===== src/rtl/sample_playback_if.sv =====
// sample_playback_if: single-outstanding read port between the playback engine and sample memory.
interface sample_playback_if #(
    parameter int ADDR_W = 27,
    parameter int DATA_W = 16
);
    logic [ADDR_W-1:0] mem_addr;
    logic              mem_rd_req;
    logic              mem_rd_valid;
    logic [DATA_W-1:0] mem_rd_data;
    modport master (output mem_addr, mem_rd_req, input mem_rd_valid, mem_rd_data);
    modport slave (input mem_addr, mem_rd_req, output mem_rd_valid, mem_rd_data);
endinterface


===== src/rtl/sample_playback.sv =====
// sample_playback: streams a length-prefixed sample from memory, one word per sample_tick.
module sample_playback #(
    parameter int ADDR_W = 27,
    parameter int DATA_W = 16
) (
    input  logic              clk,
    input  logic              reset_n,
    input  logic [ADDR_W-1:0] address_in,
    input  logic              trigger_playback,
    input  logic              sample_tick,
    sample_playback_if.master mem,
    output logic [DATA_W-1:0] audio_out,
    output logic              playing,
    output logic              done,
    output logic              underrun
);
    localparam logic [2:0] IDLE = 3'd0, HDR = 3'd1, FETCH = 3'd2, READY = 3'd3, DRAIN = 3'd4;
    logic [2:0]        state;
    logic              trig_q;
    logic              outstanding;
    logic [ADDR_W-1:0] base;
    logic [ADDR_W-1:0] rd_ptr;
    logic [15:0]       remaining;
    logic [DATA_W-1:0] word_buf;
    logic              edge_hit;
    logic              retrig;
    logic              starved;
    assign edge_hit = trigger_playback & ~trig_q;
    assign retrig   = edge_hit && state != IDLE;
    assign starved  = state == HDR || state == FETCH || state == DRAIN;
    // trig_q resets high so a trigger already high at reset release is not an edge
    always_ff @(posedge clk or negedge reset_n) begin
        if (!reset_n) begin
            state          <= IDLE;
            trig_q         <= 1'b1;
            outstanding    <= 1'b0;
            base           <= '0;
            rd_ptr         <= '0;
            remaining      <= '0;
            word_buf       <= '0;
            mem.mem_addr   <= '0;
            mem.mem_rd_req <= 1'b0;
            audio_out      <= '0;
            playing        <= 1'b0;
            done           <= 1'b0;
            underrun       <= 1'b0;
        end else begin
            trig_q         <= trigger_playback;
            mem.mem_rd_req <= 1'b0;
            done           <= 1'b0;
            underrun       <= sample_tick && playing && starved && !edge_hit;
            if (mem.mem_rd_valid) outstanding <= 1'b0;
            if (retrig) begin
                base <= address_in;
                if (outstanding && !mem.mem_rd_valid) state <= DRAIN;
                else begin
                    mem.mem_rd_req <= 1'b1;
                    mem.mem_addr   <= address_in;
                    outstanding    <= 1'b1;
                    state          <= HDR;
                end
            end else begin
                case (state)
                    IDLE: begin
                        if (sample_tick) audio_out <= '0;
                        if (edge_hit) begin
                            base           <= address_in;
                            playing        <= 1'b1;
                            mem.mem_rd_req <= 1'b1;
                            mem.mem_addr   <= address_in;
                            outstanding    <= 1'b1;
                            state          <= HDR;
                        end
                    end
                    HDR: if (mem.mem_rd_valid) begin
                        if (mem.mem_rd_data == '0) begin
                            done    <= 1'b1;
                            playing <= 1'b0;
                            state   <= IDLE;
                        end else begin
                            remaining      <= 16'(mem.mem_rd_data);
                            rd_ptr         <= base + 1'b1;
                            mem.mem_rd_req <= 1'b1;
                            mem.mem_addr   <= base + 1'b1;
                            outstanding    <= 1'b1;
                            state          <= FETCH;
                        end
                    end
                    FETCH: if (mem.mem_rd_valid) begin
                        word_buf <= mem.mem_rd_data;
                        rd_ptr   <= rd_ptr + 1'b1;
                        state    <= READY;
                    end
                    READY: if (sample_tick) begin
                        audio_out <= word_buf;
                        remaining <= remaining - 1'b1;
                        if (remaining == 16'd1) begin
                            done    <= 1'b1;
                            playing <= 1'b0;
                            state   <= IDLE;
                        end else begin
                            mem.mem_rd_req <= 1'b1;
                            mem.mem_addr   <= rd_ptr;
                            outstanding    <= 1'b1;
                            state          <= FETCH;
                        end
                    end
                    DRAIN: if (mem.mem_rd_valid) begin
                        mem.mem_rd_req <= 1'b1;
                        mem.mem_addr   <= base;
                        outstanding    <= 1'b1;
                        state          <= HDR;
                    end
                    default: state <= IDLE;
                endcase
            end
        end
    end
endmodule


===== src/flat_wrapper.sv =====
// flat-port wrapper written by rule: the top's interface ports become plain ports
module sample_playback_flat 
#(
    parameter int ADDR_W = 27,
    parameter int DATA_W = 16
)
  (clk, reset_n, address_in, trigger_playback, sample_tick, audio_out, playing, done, underrun, mem_mem_addr, mem_mem_rd_req, mem_mem_rd_valid, mem_mem_rd_data);
  sample_playback_if #(.ADDR_W(ADDR_W), .DATA_W(DATA_W)) mem_i ();
  input  logic clk;
  input  logic reset_n;
  input  logic [ADDR_W-1:0] address_in;
  input  logic trigger_playback;
  input  logic sample_tick;
  output logic [DATA_W-1:0] audio_out;
  output logic playing;
  output logic done;
  output logic underrun;
  output wire logic [$bits(mem_i.mem_addr)-1:0] mem_mem_addr;
  output wire logic [$bits(mem_i.mem_rd_req)-1:0] mem_mem_rd_req;
  input wire logic [$bits(mem_i.mem_rd_valid)-1:0] mem_mem_rd_valid;
  input wire logic [$bits(mem_i.mem_rd_data)-1:0] mem_mem_rd_data;
  assign mem_mem_addr = mem_i.mem_addr;
  assign mem_mem_rd_req = mem_i.mem_rd_req;
  assign mem_i.mem_rd_valid = mem_mem_rd_valid;
  assign mem_i.mem_rd_data = mem_mem_rd_data;
  sample_playback #(.ADDR_W(ADDR_W), .DATA_W(DATA_W)) u_core (.clk(clk), .reset_n(reset_n), .address_in(address_in), .trigger_playback(trigger_playback), .sample_tick(sample_tick), .mem(mem_i), .audio_out(audio_out), .playing(playing), .done(done), .underrun(underrun));
endmodule

===== config.mk =====
export PLATFORM = sky130hd
export DESIGN_NAME = sample_playback_flat
export DESIGN_NICKNAME = d
export VERILOG_FILES = /design/src/rtl/sample_playback_if.sv /design/src/rtl/sample_playback.sv /design/src/flat_wrapper.sv
export SDC_FILE = /design/constraint.sdc
export NUM_CORES = 1
export LEC_CHECK = 0
export BUFFER_PORTS_ARGS = -buffer_cell sky130_fd_sc_hd__buf_4
export CAP_MARGIN = 20
export CELL_PAD_IN_SITES_DETAIL_PLACEMENT = 1
export CELL_PAD_IN_SITES_GLOBAL_PLACEMENT = 1
export CORE_ASPECT_RATIO = 1.25
export CORE_MARGIN = 2
export CORE_UTILIZATION = 35
export CTS_CLUSTER_DIAMETER = 80
export DETAILED_ROUTE_END_ITERATION = 8
export PLACE_DENSITY_LB_ADDON = 0.1
export SLEW_MARGIN = 25
export SYNTH_ARGS = -nofsm -noshare
export SYNTH_HDL_FRONTEND = slang
export SYNTH_SLANG_ARGS = --single-unit

===== constraint.sdc =====
create_clock -name clk -period 2.1 [get_ports clk]
set_input_delay 0.315 -clock clk [delete_from_list [all_inputs] [get_ports clk]]
set_output_delay 0.315 -clock clk [all_outputs]
set_load 0.005 [all_outputs]

# Word-level counts from Yosys, hierarchy flattened
# Index checks and enable logic that the tools add are counted.
# W data, S select, Z words.
op_classes:
  eq_ne: 21
  bitwise_logic: 3
  addsub: 3
  muxes: 61
  n_reduce_logical: 27
ops:
  columns: ["operator", "n"]
  rows:
  - ["$mux W27", 11]
  - ["$pmux W27 S4", 1]
  - ["$mux W16", 5]
  - ["$pmux W16 S2", 2]
  - ["$add A27 B1 Y27 const B", 2]
  - ["$pmux W27 S2", 1]
  - ["$mux W1", 27]
  - ["$mux W3", 7]
  - ["$ne A3 B2 Y1 const B", 6]
  - ["$eq A16 B1 Y1 const B", 1]
  - ["$logic_not A16 Y1", 1]
  - ["$sub A16 B1 Y16 const B", 1]
  - ["$pmux W3 S5", 1]
  - ["$reduce_and A5 Y1", 3]
  - ["$ne A2 B2 Y1 const B", 7]
  - ["$reduce_bool A2 Y1", 5]
  - ["$pmux W1 S4", 2]
  - ["$reduce_and A8 Y1", 1]
  - ["$reduce_and A7 Y1", 1]
  - ["$eq A3 B2 Y1 const B", 2]
  - ["$reduce_bool A3 Y1", 2]
  - ["$logic_and A1 B1 Y1", 5]
  - ["$reduce_bool A5 Y1", 1]
  - ["$mux W2", 2]
  - ["other kinds (14)", 18]
word_totals:
  word_cells: 128
  regBits: 138
  in_bits: 48

# Depth between registers and ports, before layout
logic_depth:
  depth_word: 5
  mapped_depth: 9
  mapped_depth_nobuf: 8

# Worst setup path before layout
# No wires, ideal clock.
synth_path:
  path_kind: "reg2reg"
  start: "register u_core.base[2]"
  end: "register u_core.rd_ptr[21]"
  stages_incl_launch_ff: 9
  t_arrival_ps: 2041
  t_required_ps: 1970
  period_less_slack_ps: 2171
  path_slack_ps: -71
  setup_ps: 130
  cell_sequence: "dfrtp_1 > buf_2 > nand4_2 > or4_1 > buf_2 > or3_4 > xnor2_2 > a22oi_1 > o2bb2ai_2"
synth_between:
  elab_chain_cells: 4
synth_lines:
  columns: ["element", "line_no", "source"]
  rows:
  - ["start: declaration", "sample_playback.sv:21", "logic [ADDR_W-1:0] base;"]
  - ["start signal: assignment", "sample_playback.sv:54", "base <= address_in;"]
  - ["start signal: assignment", "sample_playback.sv:67", "base <= address_in;"]
  - ["$add A27 B1 Y27", "sample_playback.sv:82", "rd_ptr <= base + 1'b1;"]
  - ["$mux W27", "sample_playback.sv:76", "if (mem.mem_rd_data == '0) begin"]
  - ["$mux W27", "sample_playback.sv:75", "HDR: if (mem.mem_rd_valid) begin"]
  - ["$pmux W27 S2", "sample_playback.sv:63", "case (state)"]
  - ["end signal: assignment", "sample_playback.sv:82", null]
  - ["end signal: assignment", "sample_playback.sv:91", "rd_ptr <= rd_ptr + 1'b1;"]
  - ["end: declaration", "sample_playback.sv:22", "logic [ADDR_W-1:0] rd_ptr;"]
# Every way passes these cells. The select of a mux whose other input is x is not followed.
# A chain may end at the register's enable or synchronous reset.

# Worst setup path after layout
layout_path:
  start: "register u_core.state[2]"
  end: "register u_core.mem.mem_addr[22]"
layout_between:
  elab_chain_cells: 4
  word_cells_on_any_way: 17
  classes_between: "10 x eq/ne; 2 x mux; 5 x reduce/logical"
layout_lines:
  columns: ["element", "line_no", "source"]
  rows:
  - ["start: declaration", "sample_playback.sv:18", "logic [2:0] state;"]
  - ["start signal: assignment", "sample_playback.sv:34", "state <= IDLE;"]
  - ["start signal: assignment", "sample_playback.sv:55", "if (outstanding && !mem.mem_rd_valid) state <= DRAIN;"]
  - ["start signal: assignment", "sample_playback.sv:60", "state <= HDR;"]
  - ["$reduce_bool A3 Y1", "sample_playback.sv:29", "assign retrig = edge_hit && state != IDLE;"]
  - ["$logic_and A1 B1 Y1", "sample_playback.sv:29", null]
  - ["$ne A3 B2 Y1 (no source line) (tied with other cells)", null, null]
  - ["$reduce_and A8 Y1 (no source line)", null, null]
  - ["end signal: assignment", "sample_playback.sv:58", "mem.mem_addr <= address_in;"]
  - ["end signal: assignment", "sample_playback.sv:70", "mem.mem_addr <= address_in;"]
  - ["end signal: assignment", "sample_playback.sv:84", "mem.mem_addr <= base + 1'b1;"]
  - ["end: declaration", "sample_playback_if.sv:10", "modport master (output mem_addr, mem_rd_req, input mem_rd_valid, mem_rd_data);"]
# Parallel ways exist; a longest one is shown, timed or not.

==> results.yml <==
setup_path:
  end_kind: "register"
  cpMaxStageDelayCell: "dfrtp_2"
  cp_data_required_time_ns: 2.41
  cp_slowest_stage_delay_ns: 0.45
  crit_family: "compound AO/OA/AOI/OAI gates"
  startpoint_type: "register"
  crit_chain: "clkbuf_2 -> nor3b_2 -> buf_4 -> buf_4 -> a221o_1 -> a21oi_1 -> o31ai_1"
  critPathKind: "reg2reg"
  crit_fanout: 10
  cp_num_buf_inv: 3
  crit_top_cell: "buf_4"
  cp.arrival_ns: 2.39
logic_synthesis:
  synth_cells: 918
  synth_top_area_cell: "dfrtp_1"
  ys_types: 70
  ys_async_sr_fraction_pct: 100
  synth_top_area_share_pct: 44.2
  synth_ff_type: "dfrtp_1"
  yosysSeqAreaShare_pct: 44.5
  syn-num-nets: 970
  yosysWarnings: 0
  synth-seq-cells: 138
  synth_area_um2: 7760
  synth_edf_count: 0
  syn_avg_cell_area_um2: 8.45
  synth_area_leaders: "dfrtp_1 44%, nand2_1 8.7%, o21ai_0 5.4%"
timing:
  rsz0062_at_grt: "yes"
  setup_slack_ns: 0.0275
  final_max_slew_viol_count: 0
  skew_ns: 0.0102
  setup_violations: 0
  hold_viol: 0
  maxSlewHeadroom_pct: 68.2
  fmax_ghz: 0.483
  layout_min_cycle_time_ns: 2.07
  hold-worst-slack_ns: 0.0851
  min_period_over_period_pct: 98.7
  max_slew.worst_pin.slew_ns: 0.474
global_route:
  grt_pass1_wl_mm: 47.4
  grt_max_degree: 40
  globalRouteOverflowTotal: 0
  antenna_found_initial: 0
  first_global_vias: 8655
  track_usage_pct: 27.0
final_layout:
  syn2layout_area_growth_pct: 43.8
  final_core_util_pct: 51.6
  multiInputGateArea_um2: 4440
  seqCellArea_um2: 3460
  diodes: 0
  stdcell_count: 1435
  fin_nets: 1195
  drive_above_1_share_pct: 34.6
  fillers: 2507
route:
  routed_via_density: 5.65
  drc_errors: 0
  routedWlPerCell_um: 21.7
  dr.first_iter.drc_count: 367
  drt_wl_total_mm: 31.1
  dr.pass1.iters: 4
  via_count: 8102
  postRouteAntennaNets: 0
die:
  die_width_um: 137
  die_area_um2: 23400
  ios: 95
  fp.dieH_um: 170
  core_um2: 21600
  start_util_pct: 35.9
  rows: 60
run_status:
  status: "completed"
clock_network:
  cts.clk_slew.worst_paths_ns: 0.07
  cts_buffer_depth: 2
  clockRootBuffer: "clkbuf_16"
  htree_num_levels: 4
  cts_tree: "built"
  clock_latency_ns: 0.44
  cts_sinks: 138
  cts_buffers: 17
placed_design:
  detailedPlace.worstSlack_ns: -0.250
  dp_hpwl_mm: 22.9
  gp_congestion: 0.857
  portBuffers: 94
  dp_cells: 1380
power_and_ir_drop:
  p_leak_nw: 5.00
  power_w: 0.0155
  ir_worst_vdd_mv: 0.670
  p_per_area_nw_per_um2: 1390
min_path:
  hold_class: "in2reg"
run:
  maxCapViolations: 0
-- report_power, final --
group	leakage, nW	internal [W]	switching [W]
sequential	1.70	0.00367	0.000934
clock	0.284	0.00160	0.00148
combinational	3.01	0.00369	0.00413
total	5.00	0.00897	0.00654
-- sequential cells by signal, indices dropped and copies added (netlist names), 3 cells and up --
name and flops:
u_core.base 27, u_core.mem.mem_addr 27, u_core.rd_ptr 27, u_core.audio_out 16, u_core.remaining 16, u_core.word_buf 16, u_core.state 3
-- path summary, 6_finish.rpt --
| kind | endpoint | depth (start not counted) | startpoint | slack (ns) |
|---|---|---|---|---|
| min in group asynchronous | u_core.mem.mem_addr[14] | 2 | reset_n | 0.37 |
| hold / removal | u_core.base[16] | 3 | address_in[16] | 0.09 |
| max in group asynchronous | u_core.trig_q | 3 | reset_n | 0.97 |
| setup / recovery | u_core.mem.mem_addr[22] | 7 | u_core.state[2] | 0.03 |
| hold reg to reg | u_core.audio_out[8] | 2 | u_core.audio_out[8] | 0.49 |
| setup reg to reg | u_core.mem.mem_addr[22] | 7 | u_core.state[2] | 0.03 |
-- cell usage after synthesis (5+ instances only) --
| master | number |
|---|---|
| o21ai_0 | 84 |
| xnor2_1 | 15 |
| nand2_1 | 180 |
| o31ai_1 | 12 |
| a211oi_1 | 5 |
| a22o_1 | 5 |
| nor2_1 | 74 |
| o22a_1 | 7 |
| o22ai_1 | 13 |
| o2bb2ai_1 | 7 |
| nor3_1 | 20 |
| and3_1 | 7 |
| nand2b_1 | 5 |
| dfrtp_1 | 137 |
| or2_2 | 7 |
| a21oi_1 | 59 |
| nor4_1 | 14 |
| clkbuf_1 | 46 |
| xor2_1 | 7 |
| nand4_1 | 13 |
| a221o_1 | 11 |
| inv_1 | 12 |
| nand3_1 | 30 |
| a31oi_1 | 7 |
| buf_2 | 13 |
| a221oi_1 | 8 |
| a21o_1 | 8 |
| a22oi_1 | 12 |
| mux2_2 | 17 |
| or3_1 | 9 |
-- through the flow --
| step | TNS, ns | instance area [µm²] |
|---|---|---|
| floorplan | 0 | 7800 |
| detailed placement | -2.10 | 9900 |
| finish | 0 | 11200 |
| global placement | -0.766 | 9900 |
| CTS | 0 | 10700 |
| global route | -0.149 | 11200 |
-- what timing repair did --
item                                   CTS  global route
endpoints found under the hold margin   36             0
gates cloned                             0             3
buffers inserted                         6            12
setup endpoints to repair               42            48
hold buffers                             2             0
resized for setup                       22            68
pin swaps                                7            22
-- metal layers --
layer	vias up	global-route usage [%]	share of wire (%)
li1	3779	-	-
met1	4049	28.1	36
met2	193	50.7	55
met3	81	3.40	3.1
met4	0	16.2	5.7
met5	-	0	0
-- kinds of logic after synthesis --
logic type	synth area share [%]
xor gates and xnor gates	2.69
muxes	2.85
AOI/OAI and AO/OA	22.7
and+or+nand+nor	22.5
adders and majority gates	0.774
buffers and inverters	3.95
DFF	44.5
-- worst reg2reg max path, cell delays in order (launching register included) --
cell and delay [ns]:
dfrtp_2 0.45, clkbuf_2 0.16, nor3b_2 0.17, buf_4 0.17
buf_4 0.19, a221o_1 0.35, a21oi_1 0.33, o31ai_1 0.13
-- cell type report --
| cell class | count | share of cell area [%] |
|---|---|---|
| well taps | 279 | 3.13 |
| multi-input cells | 704 | 39.8 |
| flip-flops and latches | 138 | 31.0 |
| clock inverters | 15 | 1.51 |
| repair buffers | 269 | 20.3 |
| clock buffers | 17 | 3.81 |
| inverters | 13 | 0.437 |
-- layout by cell type (no fill, tap or decap), types with 7 or more instances in the layout --
cell type	count
a21o_1	8
o22a_1	7
and3_1	7
a221o_1	11
clkbuf_16	19
nor3_1	12
o21ai_0	80
xnor2_1	11
a22oi_1	10
or3_1	7
xor2_1	7
nand3_1	24
nor4_1	9
nand4_1	13
dfrtp_2	7
mux2_2	17
a21oi_1	57
o31ai_1	12
buf_12	14
a31oi_1	7
dfrtp_1	130
o22ai_1	11
inv_1	11
buf_4	241
nor2_1	69
buf_6	9
nand2_1	180
(Power assumes the default switching activity.)
